===== src/rtl/adder_sched_pkg.sv =====
// Shared constants, FSM states and the tag that tracks each request through the adder pipeline.
package adder_sched_pkg;

  localparam int unsigned N_REQ_DEF   = 4;
  localparam int unsigned WIDTH_DEF   = 4;
  localparam int unsigned ADD_LAT_DEF = 2;

  // Tag ID is sized for the largest supported requester count so one struct serves every build.
  localparam int unsigned N_REQ_MAX = 8;
  localparam int unsigned ID_W      = $clog2(N_REQ_MAX);

  typedef enum logic [1:0] {
    RUN,
    DRAIN,
    DONE
  } sched_state_t;

  typedef struct packed {
    logic            valid;
    logic [ID_W-1:0] id;
  } tag_t;

endpackage


===== src/rtl/adder_req_scheduler_arbiter.sv =====
// Round-robin arbiter: one-hot grant to the first requester at or after the pointer.
module rr_arbiter #(
  parameter int unsigned N = 4
) (
  input  logic         clk,
  input  logic         rst_n,
  input  logic [N-1:0] req,
  input  logic         advance,
  output logic [N-1:0] grant
);

  localparam int unsigned PTR_W = (N > 1) ? $clog2(N) : 1;

  logic [PTR_W-1:0] ptr_q, ptr_d;
  logic [N-1:0]     mask;
  logic [N-1:0]     hi_req;
  logic [N-1:0]     pick;
  logic             found;

  // Requests at or above the pointer win; otherwise wrap to the lowest index.
  always_comb begin
    mask = '0;
    for (int unsigned i = 0; i < N; i++) begin
      mask[i] = (PTR_W'(i) >= ptr_q);
    end
  end

  assign hi_req = req & mask;
  assign pick   = (|hi_req) ? hi_req : req;

  always_comb begin
    grant = '0;
    ptr_d = ptr_q;
    found = 1'b0;
    for (int unsigned i = 0; i < N; i++) begin
      if (pick[i] && !found) begin
        found    = 1'b1;
        grant[i] = 1'b1;
        ptr_d    = (i == N - 1) ? '0 : PTR_W'(i + 1);
      end
    end
  end

  always_ff @(posedge clk or negedge rst_n) begin
    if (!rst_n) begin
      ptr_q <= '0;
    end else if (advance) begin
      ptr_q <= ptr_d;
    end
  end

endmodule


===== src/rtl/adder_req_scheduler.sv =====
// Shares one pipelined adder between N_REQ requesters; a tag pipe routes each result
// back to its issuer, and a drain sequence empties the pipeline on demand.
module adder_req_scheduler
  import adder_sched_pkg::*;
#(
  parameter int unsigned N_REQ   = N_REQ_DEF,
  parameter int unsigned WIDTH   = WIDTH_DEF,
  parameter int unsigned ADD_LAT = ADD_LAT_DEF
) (
  input  logic                        clk,
  input  logic                        reset,
  input  logic [N_REQ-1:0]            req_valid,
  input  logic [N_REQ-1:0][WIDTH-1:0] req_a,
  input  logic [N_REQ-1:0][WIDTH-1:0] req_b,
  input  logic [N_REQ-1:0]            req_cin,
  output logic [N_REQ-1:0]            req_ready,
  output logic [WIDTH-1:0]            add_a,
  output logic [WIDTH-1:0]            add_b,
  output logic                        add_cin,
  input  logic [WIDTH-1:0]            add_sum,
  input  logic                        add_cout,
  output logic [N_REQ-1:0]            rsp_valid,
  output logic [WIDTH-1:0]            rsp_sum,
  output logic                        rsp_cout,
  input  logic                        drain,
  output logic                        drain_done,
  output logic                        busy
);

  localparam int unsigned CNT_W = $clog2(ADD_LAT + 3);

  sched_state_t      state_q, state_d;
  logic              run_en;
  logic [N_REQ-1:0]  arb_req;
  logic [N_REQ-1:0]  grant;
  logic              accept;
  logic [ID_W-1:0]   gnt_id;
  logic [WIDTH-1:0]  a_sel, b_sel;
  logic              cin_sel;
  logic [WIDTH-1:0]  add_a_q, add_b_q;
  logic              add_cin_q;
  tag_t              tag_q [ADD_LAT+1];
  logic              rsp_fire;
  logic [N_REQ-1:0]  rsp_valid_q;
  logic [WIDTH-1:0]  rsp_sum_q;
  logic              rsp_cout_q;
  logic [CNT_W-1:0]  cnt_q, cnt_d;
  logic              busy_q;
  logic              drain_done_q;

  // Grants only in RUN; reset also masks the combinational ready path.
  assign run_en  = (state_q == RUN) && reset;
  assign arb_req = run_en ? req_valid : '0;
  assign accept  = |grant;

  rr_arbiter #(
    .N(N_REQ)
  ) u_arb (
    .clk    (clk),
    .rst_n  (reset),
    .req    (arb_req),
    .advance(accept),
    .grant  (grant)
  );

  always_comb begin
    gnt_id  = '0;
    a_sel   = '0;
    b_sel   = '0;
    cin_sel = 1'b0;
    for (int unsigned i = 0; i < N_REQ; i++) begin
      if (grant[i]) begin
        gnt_id  = ID_W'(i);
        a_sel   = req_a[i];
        b_sel   = req_b[i];
        cin_sel = req_cin[i];
      end
    end
  end

  // Operand registers hold between accepts; stale adder output is ignored via the tag.
  always_ff @(posedge clk or negedge reset) begin
    if (!reset) begin
      add_a_q   <= '0;
      add_b_q   <= '0;
      add_cin_q <= 1'b0;
    end else if (accept) begin
      add_a_q   <= a_sel;
      add_b_q   <= b_sel;
      add_cin_q <= cin_sel;
    end
  end

  always_ff @(posedge clk or negedge reset) begin
    if (!reset) begin
      for (int unsigned k = 0; k <= ADD_LAT; k++) begin
        tag_q[k] <= '0;
      end
    end else begin
      tag_q[0] <= '{valid: accept, id: gnt_id};
      for (int unsigned k = 1; k <= ADD_LAT; k++) begin
        tag_q[k] <= tag_q[k-1];
      end
    end
  end

  assign rsp_fire = tag_q[ADD_LAT].valid;

  always_ff @(posedge clk or negedge reset) begin
    if (!reset) begin
      rsp_valid_q <= '0;
      rsp_sum_q   <= '0;
      rsp_cout_q  <= 1'b0;
    end else begin
      rsp_valid_q <= rsp_fire ? (N_REQ'(1) << tag_q[ADD_LAT].id) : '0;
      if (rsp_fire) begin
        rsp_sum_q  <= add_sum;
        rsp_cout_q <= add_cout;
      end
    end
  end

  always_comb begin
    cnt_d = cnt_q;
    case ({accept, rsp_fire})
      2'b10:   cnt_d = cnt_q + CNT_W'(1);
      2'b01:   cnt_d = cnt_q - CNT_W'(1);
      default: cnt_d = cnt_q;
    endcase
  end

  always_ff @(posedge clk or negedge reset) begin
    if (!reset) begin
      cnt_q  <= '0;
      busy_q <= 1'b0;
    end else begin
      cnt_q  <= cnt_d;
      busy_q <= (cnt_d != '0);
    end
  end

  always_comb begin
    state_d = state_q;
    case (state_q)
      RUN:     if (drain) state_d = DRAIN;
      DRAIN:   if (cnt_q == '0) state_d = DONE;
      DONE:    state_d = drain ? DRAIN : RUN;
      default: state_d = RUN;
    endcase
  end

  always_ff @(posedge clk or negedge reset) begin
    if (!reset) begin
      state_q      <= RUN;
      drain_done_q <= 1'b0;
    end else begin
      state_q      <= state_d;
      drain_done_q <= (state_d == DONE);
    end
  end

  assign req_ready  = grant;
  assign add_a      = add_a_q;
  assign add_b      = add_b_q;
  assign add_cin    = add_cin_q;
  assign rsp_valid  = rsp_valid_q;
  assign rsp_sum    = rsp_sum_q;
  assign rsp_cout   = rsp_cout_q;
  assign drain_done = drain_done_q;
  assign busy       = busy_q;

endmodule


===== config.mk =====
export PLATFORM = sky130hd
export DESIGN_NAME = adder_req_scheduler
export DESIGN_NICKNAME = d
export VERILOG_FILES = /design/src/rtl/adder_sched_pkg.sv /design/src/rtl/adder_req_scheduler_arbiter.sv /design/src/rtl/adder_req_scheduler.sv
export SDC_FILE = /design/constraint.sdc
export NUM_CORES = 1
export LEC_CHECK = 0
export CORE_ASPECT_RATIO = 1.25
export CORE_MARGIN = 2
export CORE_UTILIZATION = 40
export CTS_BUF_LIST = sky130_fd_sc_hd__clkbuf_2 sky130_fd_sc_hd__clkbuf_4 sky130_fd_sc_hd__clkbuf_8
export DETAILED_ROUTE_END_ITERATION = 10
export GPL_ROUTABILITY_DRIVEN = 0
export GPL_TIMING_DRIVEN = 0
export MAX_ROUTING_LAYER = met4
export PLACE_DENSITY = 0.86
export SLEW_MARGIN = 20
export SYNTH_ARGS = -nofsm -noshare
export SYNTH_HDL_FRONTEND = slang
export SYNTH_SLANG_ARGS = --single-unit

===== constraint.sdc =====
create_clock -name clk -period 1.8 [get_ports clk]
set_input_delay 0.27 -clock clk [delete_from_list [all_inputs] [get_ports clk]]
set_output_delay 0.27 -clock clk [all_outputs]
set_load 0.02 [all_outputs]

==> reports/metrics.cfg <==
[clock_tree]
cts_root_buffer=clkbuf_8
cts_max_path_buffers=2
htreeDepth=2
path_clk_slew_ns=0.07
cts_tree=done
cts_num_sinks=36
cts_buffers=5
clk_latency_ns=0.28

[timing]
hold_viol=0
rsz0062_at_grt=true
slew_headroom=0.668
worst_slack_ns=-0.228
min_period_ns=2.03
finalClockSkew_ns=0.00536
setup_viol=4
hold_ws_ns=0.0294
worst_slew_pin_slew_ns=0.498
drv_slew=0
clock.fmax_ghz=0.493
tns_ns=-0.615
fin_crit_sh=1.13

[detailed_routing]
drtIter0Drc=72
drtAntennaViolNets=0
totalWireLength_mm=4.70
num_vias=1666
wl_per_cell_um=14.9
route.detailed.drc=0
first_pass_iters=4
vias_per_cell=5.27

[global_route]
grt_max_degree=29
gr-total-overflow=0
grt_pass1_vias=1743
antenna_found_initial=0
grt_usage=0.213
grt_pass1_wl_mm=7.99

[yosys]
synth-edff-count=0
syn-cell-area_um2=1800
syn_avg_cell_area_um2=10.8
ys_seq_area_frac=0.500
syn_nets=217
syn_inst=167
yosysUniqueCellTypes=39
async_reset_ff_frac=1.00
yosys_warnings=0
synth-seq-cells=36
yosys_most_used_dff=dfrtp_1

[worst_setup_path]
critical_path_class=flop to primary output
crit_fanout=3
path_delay_family=buffers and inverters
end_kind=primary output
worst-path-buf-inv=3
worstPathCellList=nand2b_4 -> and2_4 -> o311ai_4 -> buf_6 -> buf_6 -> nor2_2 -> buf_6
cpMostUsedCell=buf_6
worstPathRequired_ns=1.53
critPathArrivalTime_ns=1.76
crit_path_top_delay_cell=dfrtp_2
crit_path_max_incr_delay_ns=0.41
startpoint_type=flop

[status]
failed_checks=negative setup slack
outcome=finished with violations

[power]
peakVddDrop_uv=784
internal_power_mw=2.60
p_switching_mw=1.56
power_density_nw_per_um2=1410
combPwrFrac=0.514
seqPwrFrac=0.316
power_mw=4.16
swShare=0.375
leakagePower_nw=1.24
clkPwrFrac=0.169

[floorplan]
start_util=0.414
pin_count=72
die_w_um=64.1
core_um2=4360
num_rows=27
dieArea_um2=5060
die_h_um=79.1

[finish]
drive_gt1_frac=0.298
post-route-util=0.675
stdcell_count=316
area_growth_pct=63.2
layout_commonest_cell=clkdlybuf4s50_1
fin_area_um2=2940
final_cell_mix=clkdlybuf4s50_1 (62), dfrtp_1 (34), o22ai_1 (19)
num_antenna_cells=0
final_net_count=307

[placed_design]
dp_slack_ns=-0.961
dpl_cell_area_um2=2600
port_buffers=70
placedCellCount=296
dpl.hpwl_mm=3.14

[job]
cap_violations=0

[hold_path]
hp-class=primary input to asynchronous set/reset pin

power by group through the flow:
| stage | combinational, mW | sequential (mW) | clock [mW] |
|---|---|---|---|
| 2_1_floorplan | 0.986 | 1.45 | 0 |
| 3_3_place_gp | 1.78 | 1.28 | 0 |
| 3_5_place_dp | 1.84 | 1.30 | 0 |
| 4_1_cts | 2.04 | 1.30 | 0.713 |
| 5_1_grt | 2.32 | 1.35 | 0.757 |
| 6_report | 2.14 | 1.32 | 0.703 |
per-layer routing:
| layer | share of wire | vias to the layer above | global-route usage |
|---|---|---|---|
| met5 | 0 | - | - |
| met4 | 0.023 | 0 | 0.113 |
| met3 | 0.071 | 10 | 0.0453 |
| met2 | 0.52 | 77 | 0.348 |
| met1 | 0.39 | 793 | 0.244 |
| li1 | - | 786 | - |
cell type report:
class	instances	area (um2)
tap	58	72.6
multi-input combinational	110	908
buffer	10	72.6
inverter	10	37.5
clock buffer	5	68.8
clock inverter	3	42.5
timing repair buffer	84	836
fill	321	1420
sequential	36	903
state kept, by name (all words and copies together) (netlist names):
signal       cells
tag_q            8
add_a            4
add_b            4
rsp_sum          4
rsp_valid        4
cnt_q            3
state_q          2
u_arb.ptr_q      2
add_cin          1
busy             1
drain_done       1
rsp_cout         1
rsp_fire         1
worst paths after layout:
check	from	endpoint	slack, ns	cells after the start
setup / recovery	u_arb.ptr_q[0]$_DFFE_PN0P_	req_ready[0]	-0.23	7
hold / removal	reset	rsp_valid[2]$_DFF_PN0_	0.03	3
setup reg to reg	state_q[0]$_DFF_PN0_	busy$_DFF_PN0_	-0.21	10
hold reg to reg	tag_q[7]$_DFF_PN0_	rsp_fire$_DFF_PN0_	0.35	0
max in group asynchronous	reset	add_b[1]$_DFFE_PN0P_	1.04	2
min in group clk	req_valid[2]	tag_q[9]$_DFF_PN0_	0.35	2
tightest hold or removal path: stages:
cell and delay (ns):
buf_2 0.11, buf_12 0.11, buf_12 0.17
kinds of logic after synthesis:
kind of cell,Yosys count,share of synthesized area
muxes,5,0.0312
and+or+nand+nor,49,0.146
adders and majority gates,2,0.0180
buffers and inverters,21,0.0576
DFF,36,0.500
xor gates and xnor gates,3,0.0146
AOI/OAI and AO/OA,51,0.232
cells in the mapped netlist, types with 2 or more instances:
cell type   n  share of area
nor2_1     15          0.031
nand2b_1   11          0.038
buf_6       2          0.012
nand3_1     4          0.011
a21oi_1    12          0.033
a221oi_2    9          0.075
nand2_1     5          0.010
nor4_1      3          0.010
buf_2       4          0.011
o21ai_0     3         0.0083
clkbuf_1    3         0.0062
dfrtp_1    36           0.50
nor2b_1     3          0.010
o22ai_1    19          0.066
inv_1       9          0.019
mux2_2      5          0.031
xor2_1      2         0.0097
repair_timing:
item                       4_1_cts  5_1_grt
hold endpoints to repair         8        0
hold buffers                     2        0
setup endpoints to repair        7       16
resized for setup               53       12
setup buffers                   10        1
gates cloned                     0        0
pin swaps                       10        5
Power figures use the tool's default switching activity.
